[config.mk]
export PLATFORM = sky130hd
export DESIGN_NAME = fifo_ctrl
export DESIGN_NICKNAME = d
export VERILOG_FILES = /design/src/rtl/fifo_ctrl.sv
export SDC_FILE = /design/constraint.sdc
export NUM_CORES = 1
export LEC_CHECK = 0
export ABC_AREA = 1
export CAP_MARGIN = 5
export CORE_ASPECT_RATIO = 1.2
export CORE_MARGIN = 3
export CORE_UTILIZATION = 39
export DETAILED_ROUTE_END_ITERATION = 7
export GPL_TIMING_DRIVEN = 0
export HOLD_SLACK_MARGIN = 0.05
export PLACE_DENSITY = 0.71
export SYNTH_ARGS = -nofsm -noshare
export SYNTH_HDL_FRONTEND = slang
export SYNTH_SLANG_ARGS = --single-unit
[constraint.sdc]
create_clock -name clk -period 1.84 [get_ports clk]
set_input_delay 0.184 -clock clk [delete_from_list [all_inputs] [get_ports clk]]
set_output_delay 0.184 -clock clk [all_outputs]
set_load 0.005 [all_outputs]
[src/rtl/fifo_ctrl.sv]
// Pointer, occupancy and flag controller for a circular FIFO wrapped around a
// register file with synchronous write and asynchronous read.
module fifo_ctrl #(
  parameter int ADDR_WIDTH = 2,
  parameter int AF_LEVEL   = 3,
  parameter int AE_LEVEL   = 1
) (
  input  logic                  clk,
  input  logic                  reset_n,
  input  logic                  wr,
  input  logic                  rd,
  input  logic                  clr,
  output logic                  wr_en,
  output logic [ADDR_WIDTH-1:0] w_addr,
  output logic [ADDR_WIDTH-1:0] r_addr,
  output logic                  full,
  output logic                  empty,
  output logic                  almost_full,
  output logic                  almost_empty,
  output logic [ADDR_WIDTH:0]   level,
  output logic                  overflow,
  output logic                  underflow
);

  localparam int DEPTH = 2 ** ADDR_WIDTH;
  localparam logic [ADDR_WIDTH:0] DEPTH_L = DEPTH[ADDR_WIDTH:0];
  localparam logic [ADDR_WIDTH:0] AF_L    = AF_LEVEL[ADDR_WIDTH:0];
  localparam logic [ADDR_WIDTH:0] AE_L    = AE_LEVEL[ADDR_WIDTH:0];
  localparam logic                AF_RST  = (AF_L == '0);

  logic [ADDR_WIDTH-1:0] w_addr_reg, w_addr_next;
  logic [ADDR_WIDTH-1:0] r_addr_reg, r_addr_next;
  logic [ADDR_WIDTH:0]   level_reg, level_next;
  logic                  full_reg, empty_reg, af_reg, ae_reg;
  logic                  ovf_reg, ovf_next, unf_reg, unf_next;
  logic                  push_ok, pop_ok;

  // A push into a full FIFO is still safe when the head is popped the same cycle.
  assign push_ok = wr & (~full_reg | rd);
  assign pop_ok  = rd & ~empty_reg;
  assign wr_en   = push_ok & ~clr & reset_n;

  always_comb begin
    w_addr_next = w_addr_reg;
    r_addr_next = r_addr_reg;
    level_next  = level_reg;
    ovf_next    = ovf_reg;
    unf_next    = unf_reg;
    if (clr) begin
      w_addr_next = '0;
      r_addr_next = '0;
      level_next  = '0;
      ovf_next    = 1'b0;
      unf_next    = 1'b0;
    end else begin
      if (push_ok) w_addr_next = w_addr_reg + ADDR_WIDTH'(1);
      if (pop_ok)  r_addr_next = r_addr_reg + ADDR_WIDTH'(1);
      level_next = level_reg + (ADDR_WIDTH+1)'(push_ok) - (ADDR_WIDTH+1)'(pop_ok);
      if (wr & ~push_ok) ovf_next = 1'b1;
      // A pop on empty alongside a push is simply a write, not an error.
      if (rd & ~wr & empty_reg) unf_next = 1'b1;
    end
  end

  always_ff @(posedge clk or negedge reset_n) begin
    if (!reset_n) begin
      w_addr_reg <= '0;
      r_addr_reg <= '0;
      level_reg  <= '0;
      full_reg   <= 1'b0;
      empty_reg  <= 1'b1;
      af_reg     <= AF_RST;
      ae_reg     <= 1'b1;
      ovf_reg    <= 1'b0;
      unf_reg    <= 1'b0;
    end else begin
      w_addr_reg <= w_addr_next;
      r_addr_reg <= r_addr_next;
      level_reg  <= level_next;
      full_reg   <= (level_next == DEPTH_L);
      empty_reg  <= (level_next == '0);
      af_reg     <= (level_next >= AF_L);
      ae_reg     <= (level_next <= AE_L);
      ovf_reg    <= ovf_next;
      unf_reg    <= unf_next;
    end
  end

  assign w_addr       = w_addr_reg;
  assign r_addr       = r_addr_reg;
  assign level        = level_reg;
  assign full         = full_reg;
  assign empty        = empty_reg;
  assign almost_full  = af_reg;
  assign almost_empty = ae_reg;
  assign overflow     = ovf_reg;
  assign underflow    = unf_reg;

endmodule
==> results.sh <==
export IMPL_max_freq_mhz=488
export IMPL_synthesis_area_um2=612
export IMPL_max_stage_delay_ns=0.54
export IMPL_syn_avg_cell_area_um2=8.74
export IMPL_internal_power_w=0.000957
export IMPL_worstHoldPathType="primary input to asynchronous set/reset pin"
export IMPL_setup_violations=7
export IMPL_worstPathArrival_ns=2.26
export IMPL_yosys_area_share_adder_pct=7.36
export IMPL_power_frac_clock_pct=11.5
export IMPL_largest_reg_flops=3
export IMPL_path_delay_family="adder cells"
export IMPL_synth_top_cell_area_share_pct=45.0
export IMPL_h_tree_depth=1
export IMPL_yosys_warnings=0
export IMPL_syn_nets=78
export IMPL_clk_pin_slew_worst_paths_ns=0.08
export IMPL_grt_use_total_pct=17.0
export IMPL_period_needed_ns=2.05
export IMPL_num_vias=575
export IMPL_combPwrFrac_pct=57.9
export IMPL_synth_area_mux_share_pct=0
export IMPL_synth_top_family_by_area="simple AND/OR/NAND/NOR gates"
export IMPL_crit_path_start_kind="flip-flop"
export IMPL_power_total_w=0.00150
export IMPL_antenna_left=0
export IMPL_crit_slowest_cell="dfstp_2"
export IMPL_drc=0
export IMPL_rows=15
export IMPL_drt_pass1_iter_count=2
export IMPL_p_switching_w=0.000546
export IMPL_worstMarginPinSlew_ns=0.523
export IMPL_nFillCells=126
export IMPL_p_sw_share_pct=36.3
export IMPL_end_kind="flip-flop"
export IMPL_max_vdd_ir_drop_mv=0.804
export IMPL_synth_area_leaders="dfrtp_1 (45%), inv_1 (9.2%), dfstp_2 (8.6%), nand2_1 (7.4%), nand3_1 (4.9%)"
export IMPL_first_global_vias=633
export IMPL_worst_path_buf_inv=5
export IMPL_clk_path_buf_depth=2
export IMPL_fp_dieW_um=42.2
export IMPL_routabilityCongestion=0.700
export IMPL_numPortBuffers=18
export IMPL_grt_overflow_total=0
export IMPL_io_pins=19
export IMPL_relSlewSlack_pct=65.0
export IMPL_layout_common_cells="clkdlybuf4s50_1 (16), nand2_1 (11), dfrtp_1 (11), inv_2 (9), inv_1 (9)"
export IMPL_crit_required_ns=2.05
export IMPL_power_density_nw_per_um2=1500
export IMPL_critPathKind="flip-flop to flip-flop"
export IMPL_postSynthCellCount=70
export IMPL_clock_latency_ns=0.27
export IMPL_dpl_cell_count=105
export IMPL_cts_root_buffer_cell="clkbuf_4"
export IMPL_diodes=0
export IMPL_cap_violations=0
export IMPL_multi_input_area_um2=279
export IMPL_violations="setup timing"
export IMPL_dp_hpwl_um=934
export IMPL_clock_skew_ns=0.00402
export IMPL_viasPerCell=4.75
export IMPL_final_period_utilization_pct=111
export IMPL_start_util_pct=41.8
export IMPL_die_y_um=49.4
export IMPL_finalHoldViolations=0
export IMPL_synth_xor_area_share_pct=2.86
export IMPL_area_growth_pct=64.0
export IMPL_power_frac_seq_pct=30.7
export IMPL_status="finished with violations"
export IMPL_synth_compound_area_share_pct=4.50
export IMPL_drive_gt1_share_pct=34.6
export IMPL_dieArea_um2=2080
export IMPL_netlist_top_cell_by_area="dfrtp_1"
export IMPL_p_leak_nw=0.496
export IMPL_synth_seq_area_share_pct=53.6
export IMPL_grt_max_degree=12
export IMPL_fin_cells=121
export IMPL_crit_path_frequent_cell="inv_2"
export IMPL_fin_hold_ws_ns=0.0459
export IMPL_coreArea_um2=1460
export IMPL_slew_violations=0
export IMPL_synthSimpleGateAreaFrac_pct=20.7
export IMPL_rsz0062_at_grt="yes"
export IMPL_setup_ws_ns=-0.210
export IMPL_clock_sinks=13
export IMPL_wirelength_um=1590
export IMPL_path_cells="inv_2 > nand2_2 > inv_2 > ha_4 > inv_2 > ha_4 > fa_2 > inv_2 > nor2_4 > inv_1 > o21ai_1"
export IMPL_drt_initial_drc_count=4
export IMPL_crit_fanout=3
export IMPL_cts_buffers=3
export IMPL_cts_tree="built"
export IMPL_grt_antenna_before_repair=0
export IMPL_grt_pass1_wl_um=2630
export IMPL_synth_seq_cells=13
export IMPL_nets=113
export IMPL_seq_area_um2=328
export IMPL_layout_commonest_cell="clkdlybuf4s50_1"
export IMPL_wl_per_cell_um=13.1
export IMPL_synth_cell_types=17
## synthesized netlist by cell type
cell type  instances
nand2_1           12
fa_1               1
nand2_2            1
inv_2              3
nor3_1             1
nand3_1            6
xor2_1             2
o21a_1             1
ha_1               2
dfrtp_1           11
o21ai_0            1
a21oi_1            2
o21ai_1            1
nand3_2            1
inv_1             15
dfstp_2            2
nor2_1             8
## layer usage
metal / track usage (%) / part of all wire, % / vias up
met5: 0 / 0 / -
met4: 7.77 / 2.4 / 0
met3: 3.32 / 5.2 / 6
met2: 32.7 / 56 / 18
met1: 17.1 / 37 / 269
li1: - / - / 282
## repair_timing
action,4_1_cts,5_1_grt
gates resized for setup,8,12
pin swaps,6,6
cloned,0,0
hold endpoints to repair,11,0
endpoints found under the setup margin,7,9
buffers inserted,12,2
hold buffers,1,0
## area by class of cell
class | instances | area share [%]
timing repair buffer | 30 | 28.1
multi-input combinational | 39 | 27.8
clock buffer | 4 | 2.62
sequential | 13 | 32.7
inverter | 18 | 6.73
tap | 17 | 2.12
## power by group through the flow
| stage | combinational (W) | clock [W] | sequential (W) |
|---|---|---|---|
| after floorplan | 0.000280 | 0 | 0.000466 |
| after global placement | 0.000529 | 0 | 0.000459 |
| after detailed placement | 0.000549 | 0 | 0.000461 |
| after CTS | 0.000770 | 0.000177 | 0.000460 |
| after global routing | 0.000963 | 0.000190 | 0.000479 |
| final | 0.000870 | 0.000172 | 0.000461 |
## metrics by stage
stage	setup TNS [ns]	worst slack (ns)	utilization, %	cell area, um2
after floorplan	-0.403	-0.120	-	617
after global placement	-2.51	-0.459	55.9	818
after detailed placement	-2.71	-0.481	55.9	818
after CTS	-1.33	-0.223	66.4	972
after global routing	-1.54	-0.285	68.5	1000
final	-0.970	-0.210	68.5	1000
## kinds of logic (layout without fill, tap and decap cells)
logic type | Yosys count | after routing
AOI/OAI and AO/OA | 5 | 5
xor gates and xnor gates | 2 | 2
adders and majority gates | 3 | 3
buffers and inverters | 18 | 52
DFF | 13 | 13
and+or+nand+nor | 29 | 29
## worst paths after layout
check	startpoint	end	slack, ns	cells past startpoint
max	empty	almost_full	-0.21	11
min	reset_n	empty	0.05	1
max reg2reg	empty	almost_full	-0.21	11
min reg2reg	underflow	underflow	0.50	1
max in group asynchronous	reset_n	level[0]	0.83	2
min in group clk	rd	overflow	0.43	4
Note: power is estimated with default switching activity, not from simulation.
